`src/rtl/cochlea_pkg.sv`:
```
// Shared types and default widths for the cochlea filter-channel control block.
package cochlea_pkg;

  localparam int DEF_DIV_W   = 8;
  localparam int DEF_LO_W    = 4;
  localparam int DEF_TS_W    = 16;
  localparam int SYNC_STAGES = 2;

  typedef struct packed {
    logic                 pol;
    logic [DEF_TS_W-1:0]  ts;
  } cochlea_ev_t;

endpackage

```
`src/rtl/cochlea_chan_ctrl_if.sv`:
```
// Ready/valid event port between the channel controller and the event aggregator.
interface cochlea_chan_ctrl_if
  import cochlea_pkg::*;
#(
  parameter int TS_W = DEF_TS_W
);

  logic            ev_valid;
  logic            ev_ready;
  logic            ev_pol;
  logic [TS_W-1:0] ev_ts;

  modport master (output ev_valid, ev_pol, ev_ts, input ev_ready);
  modport slave  (input ev_valid, ev_pol, ev_ts, output ev_ready);

endinterface

```
`src/rtl/cochlea_ev_fifo.sv`:
```
// First-word-fall-through event FIFO; a push onto a full FIFO without a pop is dropped and flagged.
module cochlea_ev_fifo #(
  parameter int WIDTH = 17,
  parameter int DEPTH = 4
) (
  input  logic             clk,
  input  logic             rstb,
  input  logic             push_i,
  input  logic [WIDTH-1:0] wdata_i,
  input  logic             pop_i,
  output logic [WIDTH-1:0] rdata_o,
  output logic             empty_o,
  output logic             drop_o
);

  localparam int              AW       = $clog2(DEPTH);
  localparam logic [AW:0]     FULL_CNT = (AW+1)'(DEPTH);

  logic [WIDTH-1:0] mem_q [DEPTH];
  logic [AW-1:0]    wr_ptr_q, wr_ptr_d;
  logic [AW-1:0]    rd_ptr_q, rd_ptr_d;
  logic [AW:0]      count_q, count_d;
  logic             full;
  logic             do_push;
  logic             do_pop;

  assign empty_o = (count_q == '0);
  assign full    = (count_q == FULL_CNT);
  assign do_pop  = pop_i & ~empty_o;
  // A pop in the same cycle frees the slot, so a full FIFO can still accept.
  assign do_push = push_i & (~full | do_pop);
  assign drop_o  = push_i & full & ~do_pop;

  // Head is zeroed while empty so the outputs read 0 without resetting storage.
  assign rdata_o = empty_o ? '0 : mem_q[rd_ptr_q];

  always_comb begin
    wr_ptr_d = wr_ptr_q;
    rd_ptr_d = rd_ptr_q;
    count_d  = count_q;
    if (do_push) wr_ptr_d = wr_ptr_q + 1'b1;
    if (do_pop)  rd_ptr_d = rd_ptr_q + 1'b1;
    case ({do_push, do_pop})
      2'b10:   count_d = count_q + 1'b1;
      2'b01:   count_d = count_q - 1'b1;
      default: count_d = count_q;
    endcase
  end

  always_ff @(posedge clk or negedge rstb) begin
    if (!rstb) begin
      wr_ptr_q <= '0;
      rd_ptr_q <= '0;
      count_q  <= '0;
    end else begin
      wr_ptr_q <= wr_ptr_d;
      rd_ptr_q <= rd_ptr_d;
      count_q  <= count_d;
    end
  end

  always_ff @(posedge clk) begin
    if (do_push) mem_q[wr_ptr_q] <= wdata_i;
  end

endmodule

```
`src/rtl/cochlea_chan_ctrl.sv`:
```
// Clock generation, input synchronization, 1-bit feedback decision and event encoding
// for one switched-cap filter channel.
module cochlea_chan_ctrl
  import cochlea_pkg::*;
#(
  parameter int DIV_W      = DEF_DIV_W,
  parameter int LO_W       = DEF_LO_W,
  parameter int TS_W       = DEF_TS_W,
  parameter int FIFO_DEPTH = 4
) (
  input  logic               clk,
  input  logic               rstb,
  input  logic               en,
  input  logic [DIV_W-1:0]   div_cfg,
  input  logic [LO_W-1:0]    lo_cfg,
  output logic               cclk,
  output logic               div2,
  output logic               lo,
  output logic               fb1,
  input  logic               high_buf,
  input  logic               phi1b_dig,
  cochlea_chan_ctrl_if.master ev,
  output logic               ovf,
  input  logic               ovf_clr
);

  logic [DIV_W-1:0]       div_cnt_q, div_cnt_d;
  logic [LO_W-1:0]        lo_cnt_q, lo_cnt_d;
  logic                   cclk_q, cclk_d;
  logic                   div2_q, div2_d;
  logic                   lo_q, lo_d;
  logic                   cclk_rise;

  logic [SYNC_STAGES-1:0] phi_sync_q;
  logic [SYNC_STAGES-1:0] high_sync_q;
  logic                   phi_s3_q;
  logic                   phi_s2, high_s2, det, decide;

  logic                   fb1_q, fb1_d;
  logic                   prev_q, prev_d;
  logic [TS_W-1:0]        ts_q;
  logic                   ovf_q, ovf_d;

  logic                   ev_push, ev_pop;
  logic                   fifo_empty, fifo_drop;
  logic [TS_W:0]          fifo_rdata;

  // Divider: cclk half-period is div_cfg+1 clk cycles; div2 and lo advance on cclk rising.
  always_comb begin
    div_cnt_d = div_cnt_q;
    cclk_d    = cclk_q;
    div2_d    = div2_q;
    lo_cnt_d  = lo_cnt_q;
    lo_d      = lo_q;
    cclk_rise = 1'b0;
    if (!en) begin
      div_cnt_d = '0;
      cclk_d    = 1'b0;
      div2_d    = 1'b0;
      lo_cnt_d  = '0;
      lo_d      = 1'b0;
    end else begin
      // >= so that lowering div_cfg mid-count wraps immediately instead of running to overflow.
      if (div_cnt_q >= div_cfg) begin
        div_cnt_d = '0;
        cclk_d    = ~cclk_q;
        cclk_rise = ~cclk_q;
      end else begin
        div_cnt_d = div_cnt_q + 1'b1;
      end
      if (cclk_rise) begin
        div2_d = ~div2_q;
        if (lo_cnt_q >= lo_cfg) begin
          lo_cnt_d = '0;
          lo_d     = ~lo_q;
        end else begin
          lo_cnt_d = lo_cnt_q + 1'b1;
        end
      end
    end
  end

  assign phi_s2  = phi_sync_q[SYNC_STAGES-1];
  assign high_s2 = high_sync_q[SYNC_STAGES-1];
  assign det     = phi_s2 & ~phi_s3_q;
  assign decide  = en & det;
  assign ev_push = decide & (high_s2 != prev_q);
  assign ev_pop  = ~fifo_empty & ev.ev_ready;

  always_comb begin
    fb1_d  = fb1_q;
    prev_d = prev_q;
    ovf_d  = ovf_q;
    if (decide) begin
      fb1_d  = high_s2;
      prev_d = high_s2;
    end
    // An overflow in the same cycle as a clear must stay visible.
    if (fifo_drop)    ovf_d = 1'b1;
    else if (ovf_clr) ovf_d = 1'b0;
  end

  always_ff @(posedge clk or negedge rstb) begin
    if (!rstb) begin
      div_cnt_q   <= '0;
      cclk_q      <= 1'b0;
      div2_q      <= 1'b0;
      lo_cnt_q    <= '0;
      lo_q        <= 1'b0;
      phi_sync_q  <= '0;
      high_sync_q <= '0;
      phi_s3_q    <= 1'b0;
      fb1_q       <= 1'b0;
      prev_q      <= 1'b0;
      ts_q        <= '0;
      ovf_q       <= 1'b0;
    end else begin
      div_cnt_q   <= div_cnt_d;
      cclk_q      <= cclk_d;
      div2_q      <= div2_d;
      lo_cnt_q    <= lo_cnt_d;
      lo_q        <= lo_d;
      phi_sync_q  <= {phi_sync_q[SYNC_STAGES-2:0], phi1b_dig};
      high_sync_q <= {high_sync_q[SYNC_STAGES-2:0], high_buf};
      phi_s3_q    <= phi_s2;
      fb1_q       <= fb1_d;
      prev_q      <= prev_d;
      ts_q        <= ts_q + 1'b1;
      ovf_q       <= ovf_d;
    end
  end

  cochlea_ev_fifo #(
    .WIDTH (TS_W + 1),
    .DEPTH (FIFO_DEPTH)
  ) u_fifo (
    .clk     (clk),
    .rstb    (rstb),
    .push_i  (ev_push),
    .wdata_i ({high_s2, ts_q}),
    .pop_i   (ev_pop),
    .rdata_o (fifo_rdata),
    .empty_o (fifo_empty),
    .drop_o  (fifo_drop)
  );

  assign cclk        = cclk_q;
  assign div2        = div2_q;
  assign lo          = lo_q;
  assign fb1         = fb1_q;
  assign ovf         = ovf_q;
  assign ev.ev_valid = ~fifo_empty;
  assign ev.ev_pol   = fifo_rdata[TS_W];
  assign ev.ev_ts    = fifo_rdata[TS_W-1:0];

endmodule
```
`src/flat_wrapper.sv`:
```
// flat-port wrapper written by rule: the top's interface ports become plain ports
module cochlea_chan_ctrl_flat import cochlea_pkg::*;
#(
  parameter int DIV_W      = DEF_DIV_W,
  parameter int LO_W       = DEF_LO_W,
  parameter int TS_W       = DEF_TS_W,
  parameter int FIFO_DEPTH = 4
)
  (clk, rstb, en, div_cfg, lo_cfg, cclk, div2, lo, fb1, high_buf, phi1b_dig, ovf, ovf_clr, ev_ev_valid, ev_ev_pol, ev_ev_ts, ev_ev_ready);
  cochlea_chan_ctrl_if #(.TS_W(TS_W)) ev_i ();
  input  logic clk;
  input  logic rstb;
  input  logic en;
  input  logic [DIV_W-1:0] div_cfg;
  input  logic [LO_W-1:0] lo_cfg;
  output logic cclk;
  output logic div2;
  output logic lo;
  output logic fb1;
  input  logic high_buf;
  input  logic phi1b_dig;
  output logic ovf;
  input  logic ovf_clr;
  output wire logic [$bits(ev_i.ev_valid)-1:0] ev_ev_valid;
  output wire logic [$bits(ev_i.ev_pol)-1:0] ev_ev_pol;
  output wire logic [$bits(ev_i.ev_ts)-1:0] ev_ev_ts;
  input wire logic [$bits(ev_i.ev_ready)-1:0] ev_ev_ready;
  assign ev_ev_valid = ev_i.ev_valid;
  assign ev_ev_pol = ev_i.ev_pol;
  assign ev_ev_ts = ev_i.ev_ts;
  assign ev_i.ev_ready = ev_ev_ready;
  cochlea_chan_ctrl #(.DIV_W(DIV_W), .LO_W(LO_W), .TS_W(TS_W), .FIFO_DEPTH(FIFO_DEPTH)) u_core (.clk(clk), .rstb(rstb), .en(en), .div_cfg(div_cfg), .lo_cfg(lo_cfg), .cclk(cclk), .div2(div2), .lo(lo), .fb1(fb1), .high_buf(high_buf), .phi1b_dig(phi1b_dig), .ev(ev_i), .ovf(ovf), .ovf_clr(ovf_clr));
endmodule
```
`config.mk`:
```
export PLATFORM = sky130hd
export DESIGN_NAME = cochlea_chan_ctrl_flat
export DESIGN_NICKNAME = d
export VERILOG_FILES = /design/src/rtl/cochlea_pkg.sv /design/src/rtl/cochlea_chan_ctrl_if.sv /design/src/rtl/cochlea_ev_fifo.sv /design/src/rtl/cochlea_chan_ctrl.sv /design/src/flat_wrapper.sv
export SDC_FILE = /design/constraint.sdc
export NUM_CORES = 1
export LEC_CHECK = 0
export CAP_MARGIN = 20
export CORE_MARGIN = 3
export CORE_UTILIZATION = 50
export CTS_CLUSTER_SIZE = 20
export DETAILED_ROUTE_END_ITERATION = 10
export GPL_ROUTABILITY_DRIVEN = 0
export GPL_TIMING_DRIVEN = 0
export PLACE_DENSITY = 0.72
export SKIP_CTS_REPAIR_TIMING = 1
export SLEW_MARGIN = 20
export SYNTH_ARGS = -nofsm -noshare
export SYNTH_HDL_FRONTEND = slang
export SYNTH_SLANG_ARGS = --single-unit
```
`constraint.sdc`:
```
create_clock -name clk -period 2.2 [get_ports clk]
set_input_delay 0.22 -clock clk [delete_from_list [all_inputs] [get_ports clk]]
set_output_delay 0.22 -clock clk [all_outputs]
set_load 0.005 [all_outputs]
```
==> Yosys cells after proc, flatten, opt, wreduce, memory -nomap -nowiden <==
Memories as Yosys holds them, arrays and structs flattened.
Index checks and enable logic that the tools add are counted.
{ "classes": {"addsub": 7, "order_cmp": 2, "eq_ne": 7, "n_mux": 20, "bitwise": 16, "reduce_logical": 4} }
{ "ops": {"columns": ["operator", "n"], "rows": [
  ["$mux 17", 1],
  ["$add 16x1->16 const B", 1],
  ["$mux 8", 2],
  ["$mux 1", 13],
  ["$mux 4", 3],
  ["$add 8x1->8 const B", 1],
  ["$and 1x1->1", 8],
  ["$ge 8x8->1", 1],
  ["$not 1->1", 7],
  ["$ne 2x1->1 const B", 3],
  ["$pmux 3 s2", 1],
  ["$add 2x1->2 const B", 2],
  ["$add 4x1->4 const B", 1],
  ["$ge 4x4->1", 1],
  ["$reduce_bool 2->1", 2],
  ["$add 3x1->3 const B", 1],
  ["$eq 3x3->1 const B", 1],
  ["$logic_not 3->1", 1],
  ["$sub 3x1->3 const B", 1],
  ["$eq 2x1->1 const B", 1],
  ["$eq 2x2->1 const B", 1],
  ["$reduce_and 2->1", 1],
  ["$ne 1x1->1", 1],
  ["$or 1x1->1", 1]
]} }
{ "totals": {"regBits": 45, "ram_bits": 68, "in_bits": 19, "out_inout_bits": 23, "word_cells": 71, "mem_count": 1} }
{ "mem_list": {"columns": ["memory", "words", "word_bits", "read_ports", "rd_ports_with_merged_regs", "write_ports", "line_no", "rtl"], "rows": [
  ["u_core.u_fifo.mem_q", 4, 17, 1, 0, 1, "cochlea_ev_fifo.sv:19", "logic [WIDTH-1:0] mem_q [DEPTH];"]
]} }

==> Longest topological paths before layout <==
{ "logic_depth": {"word_depth": 8, "ltp_mapped": 8, "mapped_depth_nobuf": 7} }

==> By module <==
Synthesis repeated with hierarchy kept, for this count alone.
{ "unflattened": {"hier_cells": 332, "area_unflattened_um2": 5052.3} }
{ "by_module_without_submodules": {"columns": ["module", "n_inst", "cells_each", "area_each_um2", "seq_area_each_um2"], "rows": [
  ["cochlea_ev_fifo", 1, 160, 3183.1, 2217.1],
  ["cochlea_chan_ctrl", 1, 172, 1869.3, 950.9]
]} }

==> Least setup slack after synthesis <==
No wires, ideal clock.
{ "synth_timing": {"path_type": "register -> register", "from": "reg u_core.div_cnt_q[0]", "to": "reg u_core.lo_cnt_q[3]", "setup_ns": 0.122, "arrival_ns": 1.868, "t_required_ns": 2.078, "slack_ns": 0.210, "path_stages_with_launch": 9, "path_buffers": 1, "period_less_slack_ns": 1.990, "cell_sequence": "dfrtp_1 > inv_1 > ha_1 > nand2b_1 > a2111o_1 > a21oi_2 > buf_2 > nor3b_1 > a32o_1"} }
{ "synth_between": {"elab_chain_cells": 4} }
{ "synth_rtl": {"columns": ["item", "line_no", "rtl"], "rows": [
  ["start, declared", "cochlea_chan_ctrl.sv:27", "logic [DIV_W-1:0] div_cnt_q, div_cnt_d;"],
  ["start signal, assigned", "cochlea_chan_ctrl.sv:118", "div_cnt_q <= div_cnt_d;"],
  ["$ge 8x8->1", "cochlea_chan_ctrl.sv:64", "if (div_cnt_q >= div_cfg) begin"],
  ["$mux 1", "cochlea_chan_ctrl.sv:64", null],
  ["$mux 1", "cochlea_chan_ctrl.sv:56", "if (!en) begin"],
  ["$ne 2x1->1 (no line)", null, null],
  ["end signal, assigned", "cochlea_chan_ctrl.sv:121", "lo_cnt_q <= lo_cnt_d;"],
  ["end, declared", "cochlea_chan_ctrl.sv:28", "logic [LO_W-1:0] lo_cnt_q, lo_cnt_d;"]
]} }
No other way between the ends. The select of a mux whose other input is x is not followed.
A chain may end at the register's enable or synchronous reset.

==> Worst setup path in the final report <==
{ "layout_timing": {"from": "reg u_core.u_fifo.rd_ptr_q[0]", "to": "out ev_ev_ts[12]"} }
{ "layout_between": {"elab_chain_cells": 2} }
{ "layout_rtl": {"columns": ["item", "line_no", "rtl"], "rows": [
  ["start, declared", "cochlea_ev_fifo.sv:21", "logic [AW-1:0] rd_ptr_q, rd_ptr_d;"],
  ["start signal, assigned", "cochlea_ev_fifo.sv:57", "rd_ptr_q <= rd_ptr_d;"],
  ["$mem_v2 4x17", null, null],
  ["$mux 17", "cochlea_ev_fifo.sv:35", "assign rdata_o = empty_o ? '0 : mem_q[rd_ptr_q];"],
  ["end, declared", "flat_wrapper.sv:26", "output wire logic [$bits(ev_i.ev_ts)-1:0] ev_ev_ts;"]
]} }
No other way between the ends.

==> metrics.cfg <==
[run_status]
status=finished, violations left
violations=negative setup slack

[sta]
setup_ws_ns=-0.0195
finalClockSkew_ns=0.00694
fin_crit_ns=2.22
setup_viol=1
drv_slew=0
finalHoldViolations=0
finalCritPeriodShare=1.01
hold_slack_ns=0.151
rsz0062_at_grt=true
fmax_mhz=451
max_slew_margin=0.665
worst_pin_slew_ns=0.502

[cells_and_area]
layout-drive-gt1-share=0.220
multi_input_area_mm2=0.00166
areaGrowthSynthToFinish_pct=28.4
antennaDiodeCount=0
regArea_mm2=0.00317
fillerInstances=660
nets=436

[logic_synthesis]
ys.flop_type=edfxtp_1
synth_cell_type_count=47
yosysWarnings=0
synth-seq-cells=113
synthArstFlopShare=0.398
syn_inst=326
synth_seq_area_share=0.648
synth.most_common_cell=edfxtp_1
yosysTopAreaCell=edfxtp_1
syn_avg_cell_area_um2=15.0
syn_area_mm2=0.00489
synth.net_count=365
synth_top_area_frac=0.418
synthTopCellsByArea=edfxtp_1 42%, dfrtp_1 23%, mux4_2 7.8%, ha_1 4.9%, and2_1 2.7%
synth_common_cells=68 x edfxtp_1, 45 x dfrtp_1, 22 x inv_1
synth_edf_count=68

[floorplan]
core_region_area_mm2=0.00937
start_util=0.522
dieArea_mm2=0.0110
die_y_um=105
io_pins=42
fp-row-count=35
die_x_um=105

[detailed_routing]
first_pass_iters=4
via_count=2824
wl_um=8580
ant_nets=0
vias_per_cell=5.24
drc=0
wl_per_cell_um=15.9
first_iter_violations=104

[pwr]
p_per_area_mw_per_mm2=1100
p_leak_uw=0.00257
peakVddDrop_mv=0.581
totalPowerFinal_uw=6880

[critical_path]
path_class=flop to output port
start_kind=flop
cp.arrival_ns=2.00
crit_slowest_cell=mux4_2
path_common_cell=buf_12
end_kind=output port
critPathMaxFanout=8
worstPathRequired_ns=1.98
slowest_delay_ns=0.47
r2r_cells=7
cp_cell_sequence=buf_12 > buf_12 > buf_4 > mux4_2 > and2_1 > dlymetal6s2s_1

[worst_hold_path]
worstHoldPathType=primary input to async pin

[global_route]
track_usage=0.167
grt_pass1_vias=2793
antenna_found_initial=0
grt_start_max_net_pins=33
grt_first_pass_wirelength_um=14000
grt-ovfl-total=0

[cts]
clockBufferDepth=2
clkLatencyLatePin_ns=0.50
clk_pin_slew_worst_paths_ns=0.06
htree_levels=4
clockRootBuffer=clkbuf_8
cts_num_sinks=113
cts_tree=built
cts_buffers=17

[placement]
port_buffers=41
dp_hpwl_um=5330

[job]
maxCapViolations=0

==> worst max-delay path, delay by kind of cell, from the launching register on <==
family | cells | cell delay (ns)
muxes | 1 | 0.47
and+or+nand+nor | 1 | 0.16
DFF | 1 | 0.36
buffers and inverters | 4 | 0.50
==> final cells by class <==
class | count | share of cell area
plain buffers | 8 | 0.0159
multi-input cells | 183 | 0.264
clock inverters | 15 | 0.0231
repair buffers | 52 | 0.0873
inverters | 22 | 0.0132
flip-flops and latches | 113 | 0.505
clock buffers | 17 | 0.0659
well taps | 129 | 0.0257
==> where the power goes <==
part           switching (uW)  total [uW]  internal [uW]
clock                     919        2510           1590
combinational             729        1930           1200
sequential               77.9        2440           2360
==> flip-flops by register name, indices dropped and copies added (netlist names) <==
register	flops
u_core.u_fifo.mem_q	68
u_core.ts_q	16
u_core.div_cnt_q	8
u_core.lo_cnt_q	4
u_core.u_fifo.count_q	3
u_core.high_sync_q	2
u_core.phi_sync_q	2
u_core.u_fifo.rd_ptr_q	2
u_core.u_fifo.wr_ptr_q	2
u_core.cclk	1
u_core.div2	1
u_core.fb1	1
u_core.lo	1
u_core.ovf	1
u_core.phi_s3_q	1
==> logic make-up after synthesis <==
| logic type | synth area share |
|---|---|
| AOI/OAI and AO/OA | 0.0389 |
| and+or+nand+nor | 0.101 |
| DFF | 0.648 |
| muxes | 0.0829 |
| buffers and inverters | 0.0246 |
| xor gates and xnor gates | 0.0517 |
| adders and majority gates | 0.0527 |
==> worst paths after layout <==
path                                           startpoint                    end  slack (ns)
worst max-delay path            u_core.u_fifo.rd_ptr_q[0]           ev_ev_ts[12]       -0.02
worst min-delay path                                 rstb        u_core.ts_q[13]        0.15
worst max register to register         u_core.lo_cnt_q[0]     u_core.lo_cnt_q[1]        0.12
worst min register to register      u_core.high_sync_q[0]  u_core.high_sync_q[1]        0.35
max in group asynchronous                            rstb  u_core.high_sync_q[1]        1.55
min in group clk                                 high_buf  u_core.high_sync_q[0]        0.15
==> routing by layer <==
metal,up-vias,wire length (um),track usage
met5,-,0,0
met4,0,117,0.0656
met3,13,471,0.0457
met2,83,4220,0.272
met1,1387,3770,0.214
li1,1341,-,-
==> cell usage in the layout, fill, tap and decap left out, drive strengths merged, types with 2 or more instances in the layout <==
cell and instances:
nand2b 2, nand2 13, xnor2 14, o21ai 7
mux2 2, clkinvlp 4, a2111oi 2, inv 22
dfrtp 45, and3 5, nand3 13, nor3 6
edfxtp 68, xor2 14, clkbuf 21, clkdlybuf4s50 22
clkinv 9, and2 21, bufinv 2, ha 19
mux4 17, nand4 4, dlymetal6s2s 16, or3 2
nor2 13, a21oi 10, buf 17
==> through the flow <==
step,worst slack (ns),util,instances,cell area (um2),TNS [ns]
after floorplan,0.210,-,326,4890,0
after global placement,-0.515,0.583,496,5460,-53.81
after detailed placement,-0.544,0.584,497,5480,-38.72
after CTS,-0.787,0.644,529,6040,-17.82
after global routing,-0.0954,0.670,539,6280,-0.318
final,-0.0195,0.670,539,6280,-0.0195
(Power assumes the default switching activity.)
